### config.mk
export PLATFORM = sky130hd
export DESIGN_NAME = control_unit_p
export DESIGN_NICKNAME = d
export VERILOG_FILES = /design/src/rtl/control_unit_p.sv
export SDC_FILE = /design/constraint.sdc
export NUM_CORES = 1
export LEC_CHECK = 0
export ABC_AREA = 1
export BUFFER_PORTS_ARGS = -buffer_cell sky130_fd_sc_hd__buf_2
export CAP_MARGIN = 20
export CORE_UTILIZATION = 35
export DETAILED_ROUTE_END_ITERATION = 10
export GPL_TIMING_DRIVEN = 0
export PLACE_DENSITY = 0.73
export SETUP_SLACK_MARGIN = 0.02
export SYNTH_ARGS = -nofsm -noshare
export SYNTH_HDL_FRONTEND = slang
export SYNTH_SLANG_ARGS = --single-unit
### constraint.sdc
create_clock -name clk -period 2.1 [get_ports clk]
set_input_delay 0.42 -clock clk [delete_from_list [all_inputs] [get_ports clk]]
set_output_delay 0.42 -clock clk [all_outputs]
set_load 0.05 [all_outputs]
### src/rtl/control_unit_p.sv
// Multi-cycle control unit for the lab CPU datapath: instruction register,
// fetch/execute/write-back/PC-update sequencing, latched zero flag and halt.
//
// state     | meaning
// IDLE      | stopped, waiting for en
// FETCH     | one-cycle instruction read request
// WAIT_IR   | waiting for ins_valid, then latch IR
// EXEC      | decode; start ALU, halt, or flag an illegal opcode
// WAIT_ALU  | waiting for alu_done, then latch Z
// WRITE     | one-hot write enable to destination register
// UPDATE_PC | PC strobe with hold/increment/load select
// HALT      | parked until reset
module control_unit_p #(
  parameter int INS_W  = 16,
  parameter int ADDR_W = 8,
  parameter int REG_N  = 4
) (
  input  logic                     clk,
  input  logic                     rst,
  input  logic                     en,
  input  logic [INS_W-1:0]         ins,
  input  logic                     ins_valid,
  input  logic                     alu_done,
  input  logic                     alu_zero,
  output logic                     fetch_req,
  output logic                     alu_start,
  output logic [2:0]               alu_func,
  output logic                     alu_in_sel,
  output logic [REG_N-1:0]         reg_en,
  output logic [$clog2(REG_N)-1:0] rs_sel,
  output logic [ADDR_W-1:0]        offset_addr,
  output logic                     en_pc_pulse,
  output logic [1:0]               pc_ctrl,
  output logic                     halted,
  output logic                     illegal
);

  localparam int RD_W = $clog2(REG_N);

  localparam logic [3:0] OP_ADD = 4'h1;
  localparam logic [3:0] OP_SUB = 4'h2;
  localparam logic [3:0] OP_AND = 4'h3;
  localparam logic [3:0] OP_OR  = 4'h4;
  localparam logic [3:0] OP_LDI = 4'h5;
  localparam logic [3:0] OP_JMP = 4'h6;
  localparam logic [3:0] OP_JZ  = 4'h7;
  localparam logic [3:0] OP_HLT = 4'hF;

  localparam logic [1:0] PC_HOLD = 2'b00;
  localparam logic [1:0] PC_INC  = 2'b01;
  localparam logic [1:0] PC_LOAD = 2'b10;

  typedef enum logic [2:0] {
    IDLE,
    FETCH,
    WAIT_IR,
    EXEC,
    WAIT_ALU,
    WRITE,
    UPDATE_PC,
    HALT
  } state_t;

  state_t            state, state_nxt;
  logic [INS_W-1:0]  ir;
  logic              z_flag;

  logic [3:0]        opcode;
  logic [RD_W-1:0]   rd;
  logic              is_alu_op;
  logic              is_illegal_op;

  assign opcode      = ir[INS_W-1 -: 4];
  assign rd          = ir[INS_W-5 -: RD_W];
  assign rs_sel      = ir[INS_W-5-RD_W -: RD_W];
  assign offset_addr = ir[ADDR_W-1:0];

  assign is_alu_op     = (opcode >= OP_ADD) && (opcode <= OP_LDI);
  assign is_illegal_op = (opcode >= 4'h8) && (opcode <= 4'hE);

  always_comb begin
    alu_func   = 3'b000;
    alu_in_sel = 1'b0;
    case (opcode)
      OP_ADD:  alu_func = 3'b000;
      OP_SUB:  alu_func = 3'b001;
      OP_AND:  alu_func = 3'b010;
      OP_OR:   alu_func = 3'b011;
      OP_LDI: begin
        alu_func   = 3'b100;
        alu_in_sel = 1'b1;
      end
      default: begin
        alu_func   = 3'b000;
        alu_in_sel = 1'b0;
      end
    endcase
  end

  // IR and Z only move in their own wait states, so strays elsewhere are inert.
  always_ff @(posedge clk) begin
    if (rst) begin
      state  <= IDLE;
      ir     <= '0;
      z_flag <= 1'b0;
    end else begin
      state <= state_nxt;
      if (state == WAIT_IR && ins_valid) begin
        ir <= ins;
      end
      if (state == WAIT_ALU && alu_done) begin
        z_flag <= alu_zero;
      end
    end
  end

  always_comb begin
    state_nxt   = state;
    fetch_req   = 1'b0;
    alu_start   = 1'b0;
    reg_en      = '0;
    en_pc_pulse = 1'b0;
    pc_ctrl     = PC_HOLD;
    halted      = 1'b0;
    illegal     = 1'b0;
    case (state)
      IDLE: begin
        if (en) state_nxt = FETCH;
      end
      FETCH: begin
        fetch_req = 1'b1;
        state_nxt = WAIT_IR;
      end
      WAIT_IR: begin
        if (ins_valid) state_nxt = EXEC;
      end
      EXEC: begin
        if (is_alu_op) begin
          alu_start = 1'b1;
          state_nxt = WAIT_ALU;
        end else if (opcode == OP_HLT) begin
          state_nxt = HALT;
        end else begin
          illegal   = is_illegal_op;
          state_nxt = UPDATE_PC;
        end
      end
      WAIT_ALU: begin
        if (alu_done) state_nxt = WRITE;
      end
      WRITE: begin
        reg_en[rd] = 1'b1;
        state_nxt  = UPDATE_PC;
      end
      UPDATE_PC: begin
        en_pc_pulse = 1'b1;
        if (opcode == OP_JMP || (opcode == OP_JZ && z_flag)) begin
          pc_ctrl = PC_LOAD;
        end else begin
          pc_ctrl = PC_INC;
        end
        state_nxt = en ? FETCH : IDLE;
      end
      HALT: begin
        halted    = 1'b1;
        state_nxt = HALT;
      end
      default: state_nxt = IDLE;
    endcase
  end

endmodule

==> impl_metrics.yaml <==
power_and_ir_drop:
  p_sw_share_pct: 33.3
  pwr-share-clk_pct: 28.7
  power.leakage_nw: 0.709
  power_frac_seq_pct: 41.6
  irDropWorstVdd_mv: 0.536
  p_int_w: 0.000718
  p_sw_w: 0.000358
  combPwrFrac_pct: 29.7
  powerDensity_nw_per_um2: 771
synthesis:
  yosys.area_share.simple_pct: 31.8
  synth_fa_ha_area_share_pct: 0
  yosysSeqAreaShare_pct: 38.6
  ys.warnings.count: 0
  synthXorXnorAreaFrac_pct: 0
  yosys.cell_types.count: 22
  synthMuxAreaShare_pct: 0
  synth_top_family_by_area: "simple AND/OR/NAND/NOR gates"
  synth_fp_nets: 173
  synth_seq_cells: 20
  synth_compound_area_share_pct: 11.0
  synthCells: 151
  syn_avg_cell_area_sq_um: 6.88
  netlist_area_sq_um: 1040
cts:
  htreeDepth: 1
  cts_resized: 0
  holdBufCountCts: 0
  cts_inserted_buffers: 3
  cts_tree: "built"
  post_cts_buffers: 0
  cts-root-buf: "clkbuf_4"
  clk_pin_slew_ns: 0.11
  cts_buffer_depth: 2
  clkLatencyLatePin_ns: 0.30
  clock-sinks: 20
worst_hold_path:
  holdPathEnd: "state[1]$_SDFFE_PP0P_"
  hp-class: "in -> reg"
  min_from: "rst"
  hold_depth: 2
floorplanning:
  coreArea_sq_um: 2780
  io_pins: 47
  die_area_sq_um: 3190
  row_count: 19
  die_h_um: 56.5
  initial_core_util_pct: 37.3
  die_w_um: 56.5
sta:
  slew_headroom_pct: 77.6
  finalHoldViolCount: 0
  rsz0062_at_grt: "true"
  drv_slew: 0
  max_freq_mhz: 520
  setup_viol: 0
  max_slew.worst_pin.slew_ns: 0.336
  post-route-period-util_pct: 91.7
  fin_crit_ns: 1.92
  fin_skew_ns: 0.00392
critical_path:
  arrival_ns: 1.50
  path_max_fanout: 6
  critical-path-max-stage-delay_ns: 0.42
  worst-path-buf-inv: 2
  r2r_cells: 6
  rr_endpoint: "ir[1]$_SDFFE_PP0P_"
  timing.rr.start: "state[1]$_SDFFE_PP0P_"
  crit_path_end_kind: "output pin"
  cp_top_family: "flip-flops"
  ff2ff_setup_slack_ns: 0.82
  cp_num_cells: 5
  worst_setup_path_start_kind: "flop"
  cp.required_ns: 1.68
  critPathSlowestCell: "dfxtp_2"
  worstPathCellList: "inv_1, nor2_1, nand2_1, nor3_1, buf_2"
  path_class: "reg -> out"
finish:
  n_antenna_cell: 0
  drive_gt1_share_pct: 36.8
  mostFrequentLayoutCell: "buf_2"
  final_cell_mix: "buf_2 (46), nor2_1 (43), dfxtp_1 (19), nand2_1 (16), inv_1 (14)"
  final_cells: 232
  syn_to_final_growth_pct: 34.5
  fin_area_sq_um: 1400
  nets: 224
detailed_routing:
  drt-vias-per-instance: 4.59
  ant_nets: 0
  first_pass_iters: 4
  drc_errors: 0
  wl_per_cell_um: 8.94
  vias: 1065
  wl_um: 2070
  drtIter0Drc: 22
place:
  gp_congestion: 0.813
  place_area_sq_um: 1340
  io_buffer_count: 46
  placed_cells: 228
  place_hpwl_um: 1630
job:
  maxCapViolations: 0
global_route:
  grt_start_max_net_pins: 13
  grt_antenna_before_repair: 0
  grt_use_total_pct: 13.5
  grt_pass1_vias: 858
  grt_pass1_wl_um: 3440
  grt.overflow.total: 0
outcome:
  outcome: "completed"
[routing by layer]
layer | vias to the layer above | global-route usage [%] | share of wire [%]
met2 | 36 | 21.0 | 44
met5 | - | 0 | 0
met1 | 456 | 17.9 | 48
li1 | 568 | - | -
met3 | 5 | 2.76 | 6.9
met4 | 0 | 6.27 | 1.8
[cell usage after synthesis]
library cell,number,area share [%]
nor2_1,45,16
dfxtp_1,20,39
nand2_1,16,5.8
inv_1,14,5.1
o21ai_0,12,5.8
buf_4,11,8.0
nand3_1,7,3.4
o21ai_1,6,2.9
nor3_1,5,2.4
a21oi_1,2,0.96
buf_6,2,2.2
a22oi_1,1,0.72
a31oi_1,1,0.60
buf_1,1,0.36
buf_12,1,1.9
inv_2,1,0.36
inv_6,1,0.84
nand2_2,1,0.60
nand2_4,1,1.1
nand4_1,1,0.60
nor2_4,1,1.1
nor4_1,1,0.60
[power by group through the flow]
stage | combinational, W | clock, W | sequential (W)
final | 0.000320 | 0.000309 | 0.000447
after global routing | 0.000349 | 0.000346 | 0.000453
after CTS | 0.000321 | 0.000323 | 0.000446
after detailed placement | 0.000320 | 0 | 0.000455
after global placement | 0.000318 | 0 | 0.000455
after floorplan | 0.000256 | 0 | 0.000449
[flip-flops by register name, summed over array words and instances, names as in the netlist, named ones only]
register / cells
ir: 16
state: 2
z_flag: 1
[worst max path at each step]
stage	from	end	slack, ns
final	state[0]$_SDFFE_PP0P_	reg_en[1]	0.18
after global routing	state[0]$_SDFFE_PP0P_	reg_en[1]	0.01
after CTS	state[0]$_SDFFE_PP0P_	reg_en[1]	0.07
after detailed placement	state[0]$_SDFFE_PP0P_	reg_en[1]	0.44
after global placement	state[0]$_SDFFE_PP0P_	reg_en[2]	0.44
after floorplan	state[0]$_SDFFE_PP0P_	reg_en[0]	-0.1
[cells by family (layout without fill, tap and decap cells)]
kind of cell           count (synthesis)  count (layout)
AO/OA/AOI/OAI                         22              22
flip-flops                            20              20
AND/OR/NAND/NOR                       78              78
buffers and inverters                 31              81
[metrics by stage]
stage                     utilization, %  hold WS (ns)  setup WS (ns)  TNS [ns]  power (W)
after floorplan                        -         0.424        -0.0979    -0.433   0.000704
after global placement              48.2         0.439          0.440         0   0.000772
after detailed placement            48.2         0.448          0.438         0   0.000775
after CTS                           50.1         0.264         0.0748         0    0.00109
after global routing                50.2         0.243         0.0123         0    0.00115
final                               50.2         0.279          0.175         0    0.00108
[layout make-up]
type	count	area, sq um
inverter	16	65.1
clock buffer	3	22.5
clock inverter	1	30.0
buffer	15	129
fill	295	1390
tap	31	38.8
timing repair buffer	46	230
multi-input combinational	100	479
sequential	20	402
Power figures use the tool's default switching activity.
